===== config.mk =====
export PLATFORM = sky130hd
export DESIGN_NAME = ldpc_varnode_update
export DESIGN_NICKNAME = d
export VERILOG_FILES = /design/src/rtl/ldpc_varnode_update.sv
export SDC_FILE = /design/constraint.sdc
export NUM_CORES = 1
export LEC_CHECK = 0
export BUFFER_PORTS_ARGS = -buffer_cell sky130_fd_sc_hd__buf_2
export CELL_PAD_IN_SITES_DETAIL_PLACEMENT = 1
export CELL_PAD_IN_SITES_GLOBAL_PLACEMENT = 1
export CORE_MARGIN = 2
export CORE_UTILIZATION = 47
export CTS_CLUSTER_DIAMETER = 60
export DETAILED_ROUTE_END_ITERATION = 7
export GPL_ROUTABILITY_DRIVEN = 0
export PLACE_DENSITY = 0.85
export SLEW_MARGIN = 10
export SYNTH_ARGS = -nofsm -noshare
export SYNTH_HDL_FRONTEND = slang
export SYNTH_SLANG_ARGS = --single-unit

===== constraint.sdc =====
create_clock -name i_clock -period 3.8 [get_ports i_clock]
set_input_delay 0 -clock i_clock [delete_from_list [all_inputs] [get_ports i_clock]]
set_output_delay 0 -clock i_clock [all_outputs]
set_load 0.05 [all_outputs]

===== src/rtl/ldpc_varnode_update.sv =====
// ldpc_varnode_update: min-sum variable-node update that sums the channel LLR and the
// check-to-variable messages, then streams one extrinsic message per edge and a hard decision.
module ldpc_varnode_update #(
    parameter int WIDTH     = 8,
    parameter int MAX_DEG   = 6,
    parameter int ACC_WIDTH = WIDTH + 3
) (
    input  logic             i_clock,
    input  logic             i_reset,
    input  logic [WIDTH-1:0] i_chan_llr,
    input  logic             i_chan_valid,
    output logic             o_chan_ready,
    input  logic [WIDTH-1:0] i_msg_data,
    input  logic             i_msg_valid,
    input  logic             i_msg_last,
    output logic             o_msg_ready,
    output logic [WIDTH-1:0] o_out_data,
    output logic             o_out_valid,
    output logic             o_out_last,
    input  logic             i_out_ready,
    output logic             o_hard_bit,
    output logic             o_hard_valid,
    output logic             o_error
);
    localparam int CW = $clog2(MAX_DEG + 1);
    localparam logic [WIDTH-1:0] MIN_RAW = {1'b1, {(WIDTH-1){1'b0}}};
    localparam logic [WIDTH-1:0] MIN_SYM = {1'b1, {(WIDTH-2){1'b0}}, 1'b1};
    localparam logic [WIDTH-1:0] MAX_SYM = {1'b0, {(WIDTH-1){1'b1}}};
    localparam logic signed [ACC_WIDTH-1:0] MAX_ACC = {{(ACC_WIDTH-WIDTH+1){1'b0}}, {(WIDTH-1){1'b1}}};
    localparam logic signed [ACC_WIDTH-1:0] MIN_ACC = -MAX_ACC;

    typedef enum logic [1:0] {IDLE, ACCUM, EMIT} state_t;

    state_t                      state;
    logic signed [ACC_WIDTH-1:0] acc;
    logic signed [ACC_WIDTH-1:0] acc_next;
    logic signed [ACC_WIDTH-1:0] chan_ext;
    logic signed [ACC_WIDTH-1:0] msg_ext;
    logic signed [ACC_WIDTH-1:0] buf_ext;
    logic signed [ACC_WIDTH-1:0] diff;
    logic [WIDTH-1:0]            chan_c;
    logic [WIDTH-1:0]            msg_c;
    logic [WIDTH-1:0]            buffer [MAX_DEG];
    logic [CW-1:0]               cnt;
    logic [CW-1:0]               cnt_final;
    logic [CW-1:0]               k;
    logic                        full;
    logic                        chan_hs;
    logic                        msg_hs;
    logic                        out_hs;

    // The most negative code is folded onto -(2^(WIDTH-1)-1) so magnitudes are symmetric.
    assign chan_c    = (i_chan_llr == MIN_RAW) ? MIN_SYM : i_chan_llr;
    assign msg_c     = (i_msg_data == MIN_RAW) ? MIN_SYM : i_msg_data;
    assign chan_ext  = {{(ACC_WIDTH-WIDTH){chan_c[WIDTH-1]}}, chan_c};
    assign msg_ext   = {{(ACC_WIDTH-WIDTH){msg_c[WIDTH-1]}}, msg_c};
    assign buf_ext   = {{(ACC_WIDTH-WIDTH){buffer[k][WIDTH-1]}}, buffer[k]};
    assign full      = cnt == CW'(MAX_DEG);
    assign acc_next  = full ? acc : acc + msg_ext;
    assign cnt_final = full ? cnt : cnt + CW'(1);
    assign diff      = acc - buf_ext;
    assign chan_hs   = i_chan_valid & o_chan_ready;
    assign msg_hs    = i_msg_valid & o_msg_ready;
    assign out_hs    = o_out_valid & i_out_ready;

    // Extrinsic value is derived from held registers, so it stays stable under backpressure.
    always_comb begin
        o_out_data = !o_out_valid ? '0 :
                     diff > MAX_ACC ? MAX_SYM :
                     diff < MIN_ACC ? -MAX_SYM : diff[WIDTH-1:0];
    end

    always_ff @(posedge i_clock) begin
        if (state == ACCUM && msg_hs && !full) buffer[cnt] <= msg_c;
    end

    always_ff @(posedge i_clock) begin
        if (!i_reset) begin
            state        <= IDLE;
            acc          <= '0;
            cnt          <= '0;
            k            <= '0;
            o_error      <= 1'b0;
            o_hard_bit   <= 1'b0;
            o_hard_valid <= 1'b0;
            o_out_valid  <= 1'b0;
            o_out_last   <= 1'b0;
            o_chan_ready <= 1'b1;
            o_msg_ready  <= 1'b0;
        end else begin
            o_hard_valid <= 1'b0;
            case (state)
                IDLE: if (chan_hs) begin
                    acc          <= chan_ext;
                    cnt          <= '0;
                    state        <= ACCUM;
                    o_chan_ready <= 1'b0;
                    o_msg_ready  <= 1'b1;
                end
                ACCUM: if (msg_hs) begin
                    acc <= acc_next;
                    cnt <= cnt_final;
                    if (full) o_error <= 1'b1;
                    if (i_msg_last) begin
                        state        <= EMIT;
                        k            <= '0;
                        o_msg_ready  <= 1'b0;
                        o_hard_valid <= 1'b1;
                        o_hard_bit   <= acc_next[ACC_WIDTH-1];
                        o_out_valid  <= 1'b1;
                        o_out_last   <= cnt_final == CW'(1);
                    end
                end
                EMIT: if (out_hs) begin
                    if (o_out_last) begin
                        state        <= IDLE;
                        o_out_valid  <= 1'b0;
                        o_out_last   <= 1'b0;
                        o_chan_ready <= 1'b1;
                    end else begin
                        k          <= k + CW'(1);
                        o_out_last <= k + CW'(2) == cnt;
                    end
                end
                default: state <= IDLE;
            endcase
        end
    end
endmodule


==> impl_metrics.csv, run 1 <==
group,metric,value,unit
hold_path,hp-class,"input pin to flip-flop",
floorplan,io_pins,37,
place,io_buffers,36,
pwr,max-vdd-ir-drop,0.1847,mV
grt,antenna_found_initial,0,
grt,use_met2,0.4563,
floorplan,core_area,9109,um2
grt,overflow,0,
finish,diodes,0,
drt,vias,3518,
pwr,p_int,1.376,mW
timing,period_minus_slack,3.722,ns
timing,clock_skew,0.009527,ns
drt,ant_nets,0,
synth,syn_inst,415,
place,dpl.cell_count,548,
clock_network,htreeDepth,3,
pwr,clock_power_share,0.327,
drt,routedWlPerCell,21.31,um
pwr,p_sw_frac,0.3058,
clock_network,clock_sinks,77,
synth,synth_top_cell_area_share,0.3325,
grt,grt_pass1_wl,19420,um
synth,ys.flop_type,"edfxtp_1",
drt,drtIter0Drc,177,
run_status,outcome,"finished, final reports clean",
timing,tightestPinTransition,0.9814,ns
clock_network,cts_buffers,9,
grt,grt_use_met3,0.04248,
floorplan,row_count,35,
finish,drive_gt1_frac,0.2410,
timing,slew_headroom,0.3440,
finish,final_area,5171,um2
drt,first_pass_iters,4,
pwr,comb_power_share,0.205,
worst_setup_path,cp_max_fo,7,
pwr,total_leakage_power,1.930,nW
timing,holdWs,0.02204,ns
clock_network,clk_path_buf_depth,2,
worst_setup_path,cp-start-kind,"flip-flop",
grt,grt_max_degree,19,
synth,synth-seq-cells,77,
synth,syn_nets,463,
clock_network,cts-root-buf,"clkbuf_8",
synth,synth_edf_count,48,
finish,fin_cells,584,
drt,viasPerCell,6.024,
worst_setup_path,endpoint_kind,"primary output",
synth,syn_avg_cell_area,10.45,um2
synth,yosysUniqueCellTypes,67,
timing,finalCritPeriodShare,0.9794,
place,placed_cell_area,4621,um2
pwr,power_frac_seq,0.468,
worst_setup_path,required,3.80,ns
drt,drt_wl_total,12440,um
synth,synth.most_common_cell,"edfxtp_1",
floorplan,die_h,100.0,um
grt,grt_usage,0.2544,
floorplan,initial_core_util,0.4760,
timing,fin_tns_setup,0,ns
place,hpwl,8863,um
pwr,powerDensity,383.3,nW/um2
timing,hold_viol,0,
clock_network,clk_latency,0.35,ns
grt,grt_pass1_vias,3699,
finish,fillers,996,
synth,synth_area,4335,um2
pwr,net-switching-power,606.1,uW
worst_setup_path,path_class,"flip-flop to primary output",
synth,async_reset_ff_frac,0,
drt,drc,0,
grt,top_usage_layer,"met2",
synth,synth_common_cells,"48 x edfxtp_1, 39 x nor2_1, 35 x nand2_1",
finish,fin_util,0.5677,
synth,synth_top_cell_by_area,"edfxtp_1",
clock_network,cts_tree,"done",
synth,yosys-top-cells-area,"edfxtp_1 33%, dfxtp_1 13%, ha_1 6.9%",
finish,nets,516,
timing,fmax,268.7,MHz
grt,grt_use_met1,0.3152,
timing,setup_viol,0,
floorplan,die_area,10010,um2
finish,area_growth,19.28,%
worst_setup_path,arrival,3.72,ns
synth,synth_seq_area_share,0.4664,
clock_network,clk_pin_slew_worst_paths,0.09,ns
synth,yosys_warnings,0,
timing,drv_slew,0,
floorplan,die_w,100.0,um
flow_run,maxCapViolations,0,
==> registers in the layout, summed over array words and instances (netlist names), named ones only <==
signal	count
buffer	48
state	2
cnt	3
o_hard_bit	1
o_chan_ready	1
o_out_last	1
o_out_valid	1
acc	11
o_error	1
k	3
o_msg_ready	1
o_hard_valid	1
==> worst max-delay path, stage by stage (launching register included) <==
cell,delay (ns)
dfxtp_4,0.40
buf_6,0.15
mux4_2,0.55
o21ai_1,0.24
ha_2,0.38
nand4_1,0.12
a21oi_2,0.06
buf_4,0.14
o31ai_2,0.25
nand3b_1,0.19
a211oi_4,0.36
nor2_4,0.08
o31ai_2,0.25
buf_6,0.19
==> power groups by stage <==
stage	clock network [mW]	logic [mW]	registers (mW)
finish	0.648	0.407	0.927
global route	0.685	0.445	0.929
CTS	0.658	0.370	0.925
detailed placement	0	0.347	0.944
global placement	0	0.328	0.942
floorplan	0	0.252	0.943
==> per-layer routing <==
layer  vias to the layer above  routed length (um)
li1                       1655                   -
met1                      1764                5177
met2                        82                6495
met3                        17                 491
met4                         0                 280
met5                         -                   0
==> cell type report <==
cell class              count  area (um2)  share of cell area
flip-flops and latches     77        2027              0.3920
multi-input cells         304        2312              0.4471
repair buffers             63       441.7             0.08541
well taps                 111       138.9             0.02686
inverters                  13       48.80            0.009436
clock inverters             7       78.83             0.01524
clock buffers               9       123.9             0.02395
==> through the flow <==
| stage | setup slack [ns] | power [mW] |
|---|---|---|
| after floorplan | -0.06601 | 1.195 |
| after global placement | 0.2678 | 1.270 |
| after detailed placement | 0.1894 | 1.291 |
| after CTS | -0.006759 | 1.954 |
| after global routing | -0.04694 | 2.059 |
| final | 0.07834 | 1.982 |
==> kinds of logic (layout without fill, tap and decap cells) <==
group	Yosys count	after routing	synth area share
XOR/XNOR	18	18	0.03983
multiplexers	18	18	0.06580
AO/OA/AOI/OAI	104	104	0.1602
flip-flops	77	77	0.4664
buffers and inverters	34	92	0.03261
AND/OR/NAND/NOR	138	138	0.1567
adder cells (fa/ha/maj)	26	26	0.07850
==> path summary, 6_finish.rpt <==
| check | to | depth (start not counted) | slack, ns | startpoint |
|---|---|---|---|---|
| worst min register to register | o_hard_bit$_SDFFE_PN0P_ | 2 | 0.47 | o_hard_bit$_SDFFE_PN0P_ |
| worst max-delay path | o_out_data[2] | 13 | 0.08 | flip-flop |
| worst min-delay path | o_msg_ready$_SDFFE_PN0P_ | 4 | 0.02 | i_msg_last |
| worst max register to register | buffer[5][3]$_DFFE_PP_ | 5 | 0.89 | state[0]$_SDFFE_PN0P_ |
==> cell usage in the layout, fill, tap and decap left out, types with 8 or more instances in the layout <==
master	Yosys	final
mux2i_1	9	9
nor3_1	14	13
dfxtp_1	29	27
nand2_1	35	35
dlygate4sd3_1	0	13
nand3_1	9	8
a21oi_1	32	28
edfxtp_1	48	48
o21ai_0	20	15
ha_1	24	20
buf_2	4	30
xor2_1	11	11
nor2_1	39	38
clkbuf_8	0	9
buf_4	0	16
inv_1	11	11
==> timing repair <==
action                                  CTS  global route
gates cloned                              0             0
resized for setup                        10            35
hold endpoints to repair                 44             0
hold buffers                             13             0
pin swaps                                 0            12
endpoints found under the setup margin    7             7
buffers inserted                          0             7
(Power assumes the default switching activity.)
==> inputs of run 2 (changes only) <==
Settings changed: BUFFER_PORTS_ARGS -buffer_cell sky130_fd_sc_hd__buf_2 to -buffer_cell sky130_fd_sc_hd__clkbuf_2.
==> impl_metrics.csv, run 2 (synthesized netlist as in run 1, its figures left out) <==
group,metric,value,unit
finish,area_growth,22.57,%
finish,multiInputGateArea,2402,um2
clock_network,clock_sinks,77,
finish,fillers,990,
timing,tightestPinTransition,1.126,ns
worst_setup_path,r2r_setup_slack,0.94,ns
grt,antenna_found_initial,0,
place,pre_cts_ws,0.08157,ns
drt,drt_wl_total,12680,um
finish,mostFrequentLayoutCells,"48 x edfxtp_1, 36 x nor2_1, 35 x nand2_1",
pwr,total_power,1.947,mW
grt,grt_max_degree,19,
finish,fin_cells,587,
finish,final_common_cell,"edfxtp_1",
place,dpl.cell_count,548,
grt,grt_pass1_vias,3664,
worst_setup_path,path_cells,"buf_4 > mux4_2 > o21ai_1 > ha_1 > nor2_1 > a211oi_2 > o21ai_1 > xor2_1 > a211oi_4 > nand2_1 > a21oi_1 > buf_4",
worst_setup_path,reg2reg_depth,5,
place,placed_cell_area,4681,um2
worst_setup_path,r2r_end,"buffer[5][7]$_DFFE_PP_",
timing,finalCritPeriodShare,0.9928,
clock_network,cts_tree,"done",
floorplan,initial_core_util,0.4760,
pwr,total_leakage_power,1.956,nW
hold_path,hold_depth,4,
drt,first_pass_iters,5,
worst_setup_path,required,3.80,ns
timing,rsz0062_at_grt,"yes",
floorplan,die_h,100.0,um
floorplan,io_pins,37,
grt,grt_usage,0.2504,
timing,fmax,265.1,MHz
place,hpwl,8660,um
drt,routedWlPerCell,21.60,um
pwr,p_int,1.321,mW
clock_network,htreeDepth,3,
worst_setup_path,endpoint_kind,"primary output",
clock_network,clk_pin_slew_worst_paths,0.09,ns
pwr,comb_power_share,0.228,
timing,setup_viol,0,
clock_network,clk_path_buf_depth,2,
finish,max_flop_register,"buffer",
worst_setup_path,arrival,3.77,ns
grt,grt_pass1_wl,19130,um
clock_network,cts-root-buf,"clkbuf_8",
clock_network,cts_buffers,9,
timing,drv_slew,0,
drt,drc,0,
pwr,max-vdd-ir-drop,0.2180,mV
worst_setup_path,slowest_delay,0.50,ns
clock_network,clk_latency,0.35,ns
finish,regArea,2028,um2
timing,slew_headroom,0.2474,
timing,period_minus_slack,3.773,ns
floorplan,row_count,35,
timing,fin_ws,0.02748,ns
floorplan,core_area,9109,um2
timing,clock_skew,0.009758,ns
finish,largest_reg_flops,48,
finish,final_area,5314,um2
worst_setup_path,cp-start-kind,"flip-flop",
drt,ant_nets,0,
finish,largest_registers,"buffer x48, acc x11",
finish,drive_gt1_frac,0.2647,
hold_path,hp-class,"input pin to flip-flop",
floorplan,die_area,10010,um2
worst_setup_path,path_class,"flip-flop to primary output",
finish,nets,519,
grt,overflow,0,
floorplan,die_w,100.0,um
worst_setup_path,crit_path_top_delay_cell,"mux4_2",
flow_run,maxCapViolations,0,
pwr,net-switching-power,625.1,uW
worst_setup_path,r2r_start,"state[0]$_SDFFE_PN0P_",
drt,vias,3593,
drt,viasPerCell,6.121,
place,io_buffers,36,
finish,diodes,0,
pwr,p_sw_frac,0.3211,
hold_path,hold_path_end,"o_msg_ready$_SDFFE_PN0P_",
drt,drtIter0Drc,234,
run_status,outcome,"finished, final reports clean",
pwr,powerDensity,366.3,nW/um2
worst_setup_path,cp_max_fo,5,
pwr,power_frac_seq,0.476,
hold_path,hold_path.startpoint,"i_msg_valid",
timing,hold_viol,0,
pwr,clock_power_share,0.296,
-- run 2: changes by cell type in the layout (fill, tap and decap cells not counted), sizes merged --
| cell | change |
|---|---|
| buf | -25 |
| dlygate4sd3 | -2 |
| clkinv | +2 |
| clkinvlp | +1 |
| clkbuf | +30 |
| inv | -2 |
| bufinv | -1 |
-- run 2: worst max path at each step --
stage,start,end,slack [ns],cells past startpoint
global route,flip-flop,o_out_data[6],-0.07,15
finish,flip-flop,o_out_data[6],0.03,12
global placement,flip-flop,o_out_data[1],0.27,12
detailed placement,flip-flop,o_out_data[1],0.08,13
floorplan,flip-flop,o_out_data[1],-0.07,13
CTS,flip-flop,o_out_data[2],0.01,13
-- run 2: through the flow --
| step | hold WS, ns | TNS (ns) | utilization |
|---|---|---|---|
| after floorplan | 0.1170 | -0.1320 | - |
| after global placement | 0.2793 | 0 | 0.5139 |
| after detailed placement | 0.2831 | 0 | 0.5139 |
| after CTS | 0.002838 | 0 | 0.5603 |
| after global routing | 0.03284 | -0.2544 | 0.5834 |
| final | 0.008251 | 0 | 0.5834 |
-- run 2: routing by layer --
layer / track usage / part of all wire / vias up
li1: - / - / 1664
met1: 0.3098 / 0.41 / 1789
met2: 0.4350 / 0.51 / 108
met3: 0.03343 / 0.039 / 32
met4: 0.1180 / 0.037 / 0
met5: 0 / 0 / -
-- run 2: worst max-delay path: cells and delay by family (launching register included) --
kind / cells / cell delay, ns
mux: 1 / 0.50
compound gates: 5 / 1.32
xor+xnor: 1 / 0.21
flops: 1 / 0.39
simple gates: 2 / 0.28
buf+inv: 2 / 0.39
fa+ha+maj: 1 / 0.32
-- run 2: area by class of cell --
type / instances / area share
well taps: 111 / 0.02614
repair buffers: 66 / 0.09654
multi-input cells: 304 / 0.4521
clock inverters: 7 / 0.01107
flip-flops and latches: 77 / 0.3817
inverters: 13 / 0.009183
clock buffers: 9 / 0.02331
-- run 2: what timing repair did --
item	4_1_cts	5_1_grt
gates resized for setup	21	40
pin swaps	9	10
buffers inserted	8	4
hold endpoints to repair	38	0
endpoints found under the setup margin	7	7
hold buffers	11	0
-- run 2: power by group through the flow --
stage	Clock (mW)	Sequential, mW	Combinational [mW]
after global routing	0.614	0.929	0.477
after CTS	0.582	0.924	0.382
after floorplan	0	0.943	0.252
final	0.576	0.927	0.444
after detailed placement	0	0.944	0.350
after global placement	0	0.942	0.329
